$ cat config.mk
export PLATFORM = sky130hd
export DESIGN_NAME = mod_74x08_bist_n_flat
export DESIGN_NICKNAME = d
export VERILOG_FILES = /design/src/rtl/mod_74x08_bist_n_if.sv /design/src/rtl/mod_74x08_bist_n.sv /design/src/flat_wrapper.sv
export SDC_FILE = /design/constraint.sdc
export NUM_CORES = 1
export LEC_CHECK = 0
export CAP_MARGIN = 0
export CORE_UTILIZATION = 35
export CTS_CLUSTER_DIAMETER = 60
export DETAILED_ROUTE_END_ITERATION = 16
export SETUP_SLACK_MARGIN = 0.4
export SLEW_MARGIN = 20
export SYNTH_ARGS = -nofsm -noshare
export SYNTH_HDL_FRONTEND = slang
export SYNTH_SLANG_ARGS = --single-unit
$ cat constraint.sdc
create_clock -name clk -period 3.75 [get_ports clk]
set_input_delay 0.5625 -clock clk [delete_from_list [all_inputs] [get_ports clk]]
set_output_delay 0.5625 -clock clk [all_outputs]
set_load 0.02 [all_outputs]
$ cat src/rtl/mod_74x08_bist_n_if.sv
// Bus interface for mod_74x08_bist_n: gate inputs/outputs and BIST control/status.
// MOD_74X08_BIST_FAULT_INJ_EN adds the fault_mask signal.
interface mod_74x08_bist_n_if #(
  parameter int N = 4
);
  localparam int CW = (N > 1) ? $clog2(N) : 1;

  logic [N-1:0]  a;
  logic [N-1:0]  b;
  logic [N-1:0]  y;
  logic          bist_start;
  logic          bist_busy;
  logic          bist_done;
  logic          bist_pass;
  logic [CW-1:0] bist_fail_ch;
`ifdef MOD_74X08_BIST_FAULT_INJ_EN
  logic [N-1:0]  fault_mask;
`endif

  modport master (
`ifdef MOD_74X08_BIST_FAULT_INJ_EN
    output fault_mask,
`endif
    output a, b, bist_start,
    input  y, bist_busy, bist_done, bist_pass, bist_fail_ch
  );

  modport slave (
`ifdef MOD_74X08_BIST_FAULT_INJ_EN
    input  fault_mask,
`endif
    input  a, b, bist_start,
    output y, bist_busy, bist_done, bist_pass, bist_fail_ch
  );
endinterface

$ cat src/rtl/mod_74x08_bist_n.sv
// N-channel 2-input AND bank with registered outputs and a BIST sequencer that
// walks each channel through 11/01/10/00 and reports the first failing channel.
// Optional: MOD_74X08_BIST_FAULT_INJ_EN adds fault_mask (stuck-at-1 per channel).
module mod_74x08_bist_n #(
  parameter int N = 4
) (
  input  logic                 clk,
  input  logic                 rst_n,
  mod_74x08_bist_n_if.slave    bus
);
  localparam int CW = (N > 1) ? $clog2(N) : 1;

  localparam logic [1:0] IDLE  = 2'd0;
  localparam logic [1:0] APPLY = 2'd1;
  localparam logic [1:0] CHECK = 2'd2;
  localparam logic [1:0] DONE  = 2'd3;

  logic [1:0]    state;
  logic [CW-1:0] ch;
  logic [1:0]    vec;
  logic [N-1:0]  r;

  logic          bist_mode;
  logic          vec_a;
  logic          vec_b;
  logic          vec_exp;
  logic          r_sel;
  logic [N-1:0]  in_a;
  logic [N-1:0]  in_b;
  logic [N-1:0]  gate;
  logic [N-1:0]  stuck;

  assign bist_mode = (state == APPLY) || (state == CHECK);

  // vec 0:11, 1:01, 2:10, 3:00 (a,b); only vec 0 yields a 1
  assign vec_a   = ~vec[0];
  assign vec_b   = ~vec[1];
  assign vec_exp = (vec == 2'd0);

`ifdef MOD_74X08_BIST_FAULT_INJ_EN
  assign stuck = bus.fault_mask;
`else
  assign stuck = '0;
`endif

  // Shared gate array: functional inputs, or the test vector on channel ch only
  always_comb begin
    in_a = '0;
    in_b = '0;
    if (bist_mode) begin
      for (int unsigned i = 0; i < N; i++) begin
        if (32'(ch) == i) begin
          in_a[i] = vec_a;
          in_b[i] = vec_b;
        end
      end
    end else begin
      in_a = bus.a;
      in_b = bus.b;
    end
    gate = (in_a & in_b) | stuck;
  end

  // Select the captured result of the channel under test
  always_comb begin
    r_sel = 1'b0;
    for (int unsigned i = 0; i < N; i++) begin
      if (32'(ch) == i) r_sel = r[i];
    end
  end

  // BIST sequencer, status registers and registered gate outputs
  always_ff @(posedge clk or negedge rst_n) begin
    if (!rst_n) begin
      state            <= IDLE;
      ch               <= '0;
      vec              <= '0;
      r                <= '0;
      bus.y            <= '0;
      bus.bist_busy    <= 1'b0;
      bus.bist_done    <= 1'b0;
      bus.bist_pass    <= 1'b0;
      bus.bist_fail_ch <= '0;
    end else begin
      case (state)
        IDLE: begin
          bus.y <= gate;
          if (bus.bist_start) begin
            state            <= APPLY;
            ch               <= '0;
            vec              <= '0;
            bus.bist_busy    <= 1'b1;
            bus.bist_pass    <= 1'b0;
            bus.bist_fail_ch <= '0;
          end
        end
        APPLY: begin
          r     <= gate;
          state <= CHECK;
        end
        CHECK: begin
          if (r_sel != vec_exp) begin
            state            <= DONE;
            bus.bist_busy    <= 1'b0;
            bus.bist_done    <= 1'b1;
            bus.bist_pass    <= 1'b0;
            bus.bist_fail_ch <= ch;
          end else if (vec != 2'd3) begin
            vec   <= vec + 2'd1;
            state <= APPLY;
          end else if (ch != CW'(N - 1)) begin
            ch    <= ch + 1'b1;
            vec   <= '0;
            state <= APPLY;
          end else begin
            state            <= DONE;
            bus.bist_busy    <= 1'b0;
            bus.bist_done    <= 1'b1;
            bus.bist_pass    <= 1'b1;
            bus.bist_fail_ch <= '0;
          end
        end
        DONE: begin
          bus.y         <= gate;
          bus.bist_done <= 1'b0;
          state         <= IDLE;
        end
        default: state <= IDLE;
      endcase
    end
  end
endmodule
$ cat src/flat_wrapper.sv
// flat-port wrapper written by rule: the top's interface ports become plain ports
module mod_74x08_bist_n_flat 
#(
  parameter int N = 4
)
  (clk, rst_n, bus_a, bus_b, bus_bist_start, bus_y, bus_bist_busy, bus_bist_done, bus_bist_pass, bus_bist_fail_ch);
  mod_74x08_bist_n_if #(.N(N)) bus_i ();
  input  logic clk;
  input  logic rst_n;
  input wire logic [$bits(bus_i.a)-1:0] bus_a;
  input wire logic [$bits(bus_i.b)-1:0] bus_b;
  input wire logic [$bits(bus_i.bist_start)-1:0] bus_bist_start;
  output wire logic [$bits(bus_i.y)-1:0] bus_y;
  output wire logic [$bits(bus_i.bist_busy)-1:0] bus_bist_busy;
  output wire logic [$bits(bus_i.bist_done)-1:0] bus_bist_done;
  output wire logic [$bits(bus_i.bist_pass)-1:0] bus_bist_pass;
  output wire logic [$bits(bus_i.bist_fail_ch)-1:0] bus_bist_fail_ch;
  assign bus_i.a = bus_a;
  assign bus_i.b = bus_b;
  assign bus_i.bist_start = bus_bist_start;
  assign bus_y = bus_i.y;
  assign bus_bist_busy = bus_i.bist_busy;
  assign bus_bist_done = bus_i.bist_done;
  assign bus_bist_pass = bus_i.bist_pass;
  assign bus_bist_fail_ch = bus_i.bist_fail_ch;
  mod_74x08_bist_n #(.N(N)) u_core (.clk(clk), .rst_n(rst_n), .bus(bus_i));
endmodule
==> flow_metrics.py, run 1 <==
metrics = {
    "synth": {
        "ys.flop_type": "dfrtp_1",
        "yosys_warnings": 0,
        "yosysUniqueCellTypes": 36,
        "synth_seq_cells": 19,
        "synth_edf_count": 0,
        "postSynth.asyncResetShare": 1.000,
        "yosysSeqAreaShare": 0.4289,
        "syn-num-nets": 138,
        "syn_avg_cell_area_um2": 9.475,
        "syn_area_mm2": 0.001109,
        "syn-instance-count": 117,
    },
    "timing": {
        "max_freq_ghz": 0.4752,
        "finClkSkew_ns": 0.01261,
        "hold_viol_final": 0,
        "rsz0062_at_grt": "false",
        "slew_headroom": 0.4121,
        "drv_slew": 0,
        "tns_ns": 0,
        "period_share": 0.5612,
        "layout_min_cycle_time_ns": 2.104,
        "tightest_slew_ns": 0.8792,
        "setup_viol": 0,
    },
    "cells_and_area": {
        "stdcell_count": 180,
        "n_antenna_cell": 0,
        "final_cell_mix": "clkdlybuf4s50_1 (19), dfrtp_1 (19), nor2_1 (11)",
        "nets": 158,
        "drive_gt1_frac": 0.08088,
        "seqCellArea_um2": 475.5,
        "finish.instance_area_mm2": 0.001364,
        "multi_input_area_um2": 579.3,
        "synthToLayoutAreaGrowth_pct": 23.03,
        "n_fill_cell": 286,
    },
    "floorplanning": {
        "pin_count": 20,
        "rows": 20,
        "floorplan.initialDensity": 0.3661,
        "die_h_um": 58.28,
        "core_area_mm2": 0.003028,
        "die_x_um": 58.28,
        "die_area_mm2": 0.003397,
    },
    "clock_tree": {
        "postCtsHoldBufs": 0,
        "cts_tree": "built",
        "cts_resized": 0,
        "clockBufferDepth": 2,
        "clk_latency_ns": 0.30,
        "postCtsSetupRepairBufs": 0,
        "clk_pin_slew_ns": 0.12,
        "htree_levels": 1,
        "cts_num_sinks": 19,
        "root_buffer": "clkbuf_4",
        "cts_buffers": 3,
    },
    "drt": {
        "drtAntennaViolNets": 0,
        "drtIter0Drc": 35,
        "drc": 0,
        "drt_wl_total_um": 2363,
        "dr.pass1.iters": 4,
        "wl_per_cell_um": 13.13,
        "num_vias": 936,
        "via_per_inst": 5.200,
    },
    "global_route": {
        "first_global_vias": 864,
        "gr-usage-met3": 0.02679,
        "use_met2": 0.2463,
        "antenna_found_initial": 0,
        "use_met1": 0.2081,
        "grt_pass1_wl_um": 4008,
        "grt_start_max_net_pins": 20,
        "top_usage_layer": "met2",
        "grtUsageTotal": 0.1531,
        "grt_remaining_overflow": 0,
    },
    "critical_path": {
        "crit_chain": "inv_1, ha_1, inv_1, o21a_1, nor4_1, o2bb2ai_1",
        "r2r-start": "u_core.state[0]",
        "worstPathArrival_ns": 2.27,
        "criticalPathCategory": "register to register",
        "critical-path-top-delay-family": "flip-flops",
        "end_kind": "register",
        "cp_slowest_stage_delay_ns": 0.45,
        "crit_fanout": 10,
        "cp.required_ns": 3.92,
        "startpoint": "u_core.state[0]",
        "critPathLaunchType": "register",
        "critPathBufInv": 2,
        "path_common_cell": "inv_1",
        "cp_slowest_cell": "dfrtp_1",
    },
    "hold_path": {
        "holdCritPathClass": "register to register",
        "hp-start": "u_core.bus.y[2]",
    },
    "power": {
        "p_per_area_mw_per_mm2": 762.7,
        "cellLeakagePower_nw": 0.5871,
        "p_total_mw": 1.040,
        "worst_ir_drop_vdd_uv": 280.9,
    },
    "place": {
        "hpwlAfterDp_um": 1840,
        "routabilityCongestion": 0.9316,
        "numPortBuffers": 19,
        "dpl_cell_area_mm2": 0.001338,
        "dpl.cell_count": 176,
    },
    "outcome": {
        "status": "finished, final reports clean",
    },
    "run": {
        "cap_viol_max_count": 0,
    },
}
## power by group
| group | internal [mW] | switching [mW] | total, mW |
|---|---|---|---|
| sequential | 0.283 | 0.0594 | 0.342 |
| combinational | 0.248 | 0.346 | 0.594 |
| clock | 0.0414 | 0.0634 | 0.105 |
## layer usage
layer | up-vias | part of all wire
li1 | 457 | -
met1 | 450 | 0.48
met2 | 27 | 0.48
met3 | 2 | 0.042
met4 | 0 | 0.0059
met5 | - | 0
## worst register-to-register path: stages, from the launching register on
cell,delay (ns)
dfrtp_1,0.45
inv_1,0.10
ha_1,0.35
inv_1,0.19
o21a_1,0.32
nor4_1,0.44
o2bb2ai_1,0.12
## final cells by class
class	count	share of cell area
clock buffers	4	0.01927
inverters	10	0.02752
multi-input cells	84	0.4248
flip-flops and latches	19	0.3486
well taps	44	0.04037
repair buffers	19	0.1394
## path summary, 6_finish.rpt
path / end / slack (ns) / cells past startpoint
hold reg to reg: u_core.bus.y[2] / 0.51 / 2
setup / recovery: u_core.ch[0] / 1.65 / 6
min in group asynchronous: u_core.vec[1] / 0.75 / 1
setup reg to reg: u_core.ch[0] / 1.65 / 6
max in group asynchronous: u_core.bus.y[0] / 2.45 / 1
hold / removal: u_core.bus.y[2] / 0.51 / 2
## Yosys cell counts (4+ instances only)
master,count,share of area
nand2_1,10,0.034
ha_1,10,0.11
nand3_1,4,0.018
nor2_1,11,0.037
inv_1,10,0.034
nor3_1,4,0.018
a31oi_1,6,0.034
o21ai_0,6,0.027
a21oi_1,5,0.023
dfrtp_1,19,0.43
## metrics by stage
| step | utilization | hold slack [ns] | worst slack, ns |
|---|---|---|---|
| 2_1_floorplan | - | 0.2669 | 1.860 |
| 3_3_place_gp | 0.4417 | 0.4639 | 1.693 |
| 6_report | 0.4504 | 0.5071 | 1.646 |
| 3_5_place_dp | 0.4417 | 0.4769 | 1.666 |
| 5_1_grt | 0.4504 | 0.5235 | 1.456 |
| 4_1_cts | 0.4504 | 0.5072 | 1.658 |
## cell families after synthesis
kind of cell / Yosys count / synth area share
xor gates and xnor gates: 1 / 0.007902
muxes: 3 / 0.02934
AOI/OAI and AO/OA: 31 / 0.1919
DFF: 19 / 0.4289
adders and majority gates: 10 / 0.1129
and+or+nand+nor: 39 / 0.1806
buffers and inverters: 14 / 0.04853
## sequential cells by signal, summed over array words and instances (netlist names)
signal and flops:
u_core.bus.y 4, u_core.ch 2, u_core.bus.bist_pass 1, u_core.r 4, u_core.state 2, u_core.bus.bist_done 1, u_core.bus.bist_fail_ch 2, u_core.vec 2
u_core.bus.bist_busy 1
Note: power is estimated with default switching activity, not from simulation.
==> run 2, diff against run 1 <==
==> constraint.sdc (replaced) <==
create_clock -name clk -period 1.9 [get_ports clk]
set_input_delay 0.285 -clock clk [delete_from_list [all_inputs] [get_ports clk]]
set_output_delay 0.285 -clock clk [all_outputs]
set_load 0.02 [all_outputs]
==> flow_metrics.py, run 2 (synthesis results as in run 1) <==
metrics = {
    "timing": {
        "max_freq_ghz": 0.5168,
        "period_share": 1.018,
        "slew_headroom": 0.7320,
        "tns_ns": -0.07822,
        "finClkSkew_ns": 0.001533,
        "rsz0062_at_grt": "true",
        "whs_ns": 0.3031,
        "hold_viol_final": 0,
        "tightest_slew_ns": 0.4020,
        "finalWorstSetupSlack_ns": -0.03495,
        "setup_viol": 3,
        "layout_min_cycle_time_ns": 1.935,
        "drv_slew": 0,
    },
    "cells_and_area": {
        "n_fill_cell": 271,
        "n_antenna_cell": 0,
        "seqCellArea_um2": 478.0,
        "largestRegisters": "u_core.bus.y (4), u_core.r (4)",
        "synthToLayoutAreaGrowth_pct": 46.84,
        "final_cell_mix": "dfrtp_1 (17), buf_4 (16), nand2_1 (10), nor2_1 (10), clkdlybuf4s50_1 (10)",
        "final_common_cell": "dfrtp_1",
        "finish.instance_area_mm2": 0.001628,
        "multi_input_area_um2": 726.9,
        "nets": 174,
        "drive_gt1_frac": 0.3026,
        "stdcell_count": 196,
        "fin_util": 0.5376,
    },
    "clock_tree": {
        "postCtsHoldBufs": 0,
        "cts_buffers": 3,
        "clockBufferDepth": 2,
        "clk_pin_slew_ns": 0.11,
        "root_buffer": "clkbuf_4",
        "cts_num_sinks": 19,
        "cts_tree": "built",
        "htree_levels": 1,
        "clk_latency_ns": 0.31,
    },
    "power": {
        "cellLeakagePower_nw": 0.7056,
        "p_per_area_mw_per_mm2": 1427,
        "power.share.combinational": 0.612,
        "p_total_mw": 2.323,
        "worst_ir_drop_vdd_uv": 853.6,
        "power_frac_seq": 0.296,
        "p_clk_frac": 0.092,
        "power.internal_mw": 1.271,
        "switching_power_mw": 1.052,
        "swShare": 0.4528,
    },
    "drt": {
        "drc": 0,
        "num_vias": 971,
        "drtAntennaViolNets": 0,
        "dr.pass1.iters": 4,
        "wl_per_cell_um": 12.73,
        "drt_wl_total_um": 2495,
        "drtIter0Drc": 15,
        "via_per_inst": 4.954,
    },
    "place": {
        "post-place-ws_ns": -0.09121,
        "numPortBuffers": 19,
        "dpl_cell_area_mm2": 0.001454,
        "hpwlAfterDp_um": 1883,
        "routabilityCongestion": 0.8270,
        "dpl.cell_count": 187,
    },
    "critical_path": {
        "end_kind": "register",
        "criticalPathCategory": "register to register",
        "critPathLaunchType": "register",
        "worstPathArrival_ns": 2.14,
        "cp.required_ns": 2.11,
        "crit_fanout": 4,
    },
    "global_route": {
        "grt_start_max_net_pins": 20,
        "grtUsageTotal": 0.1664,
        "grt_remaining_overflow": 0,
        "grt_pass1_wl_um": 4257,
        "antenna_found_initial": 0,
        "first_global_vias": 932,
    },
    "floorplanning": {
        "floorplan.initialDensity": 0.3661,
        "die_h_um": 58.28,
        "die_area_mm2": 0.003397,
        "pin_count": 20,
        "rows": 20,
        "core_area_mm2": 0.003028,
        "die_x_um": 58.28,
    },
    "outcome": {
        "status": "finished with violations",
        "violations": "setup timing",
    },
    "hold_path": {
        "holdCritPathClass": "input pin to async pin",
    },
    "run": {
        "cap_viol_max_count": 0,
    },
}
run 2: cell count changes in the layout (fill, tap and decap cells not counted), sizes merged:
cell / before / now
buf: 0 / 16
dlygate4sd2: 0 / 9
clkdlybuf4s50: 19 / 10
run 2: critical path, cell delays in order (launching register included):
cell	delay (ns)
dfrtp_2	0.49
ha_4	0.19
a211o_1	0.32
or4_4	0.46
nand4_4	0.10
nand2_2	0.06
a22o_1	0.22
run 2: area by class of cell:
class,count,area share
Timing Repair Buffer,35,0.1837
Clock buffer,4,0.01614
Sequential cell,19,0.2936
Tap cell,44,0.03382
Multi-Input combinational cell,84,0.4466
Inverter,10,0.02613
run 2: power by group through the flow:
stage	clock network (mW)	logic [mW]	registers, mW
2_1_floorplan	0	0.816	0.740
3_3_place_gp	0	1.26	0.674
3_5_place_dp	0	1.29	0.680
4_1_cts	0.222	1.35	0.675
5_1_grt	0.247	1.58	0.710
6_report	0.214	1.42	0.686
run 2: worst paths after layout:
check	startpoint	endpoint	slack, ns	cells past startpoint
worst max-delay path	u_core.ch[0]	u_core.vec[0]	-0.03	6
worst min-delay path	rst_n	u_core.vec[1]	0.30	2
worst max register to register	u_core.ch[0]	u_core.vec[0]	-0.03	6
worst min register to register	u_core.bus.y[3]	u_core.bus.y[3]	0.49	1
max in group asynchronous	rst_n	u_core.ch[1]	1.38	2
min in group clk	u_core.bus.y[3]	u_core.bus.y[3]	0.49	1
run 2: what timing repair did:
action                                  CTS  global route
pin swaps                                 3             4
hold endpoints to repair                  0             0
gates resized for setup                  21            11
buffers inserted                          4             1
endpoints found under the setup margin   24            16
run 2: metal layers:
metal / track usage / up-vias / share of wire
met5: 0 / - / 0
met1: 0.2188 / 450 / 0.47
met4: 0.06122 / 0 / 0.015
li1: - / 492 / -
met3: 0.02455 / 3 / 0.044
met2: 0.2775 / 26 / 0.47
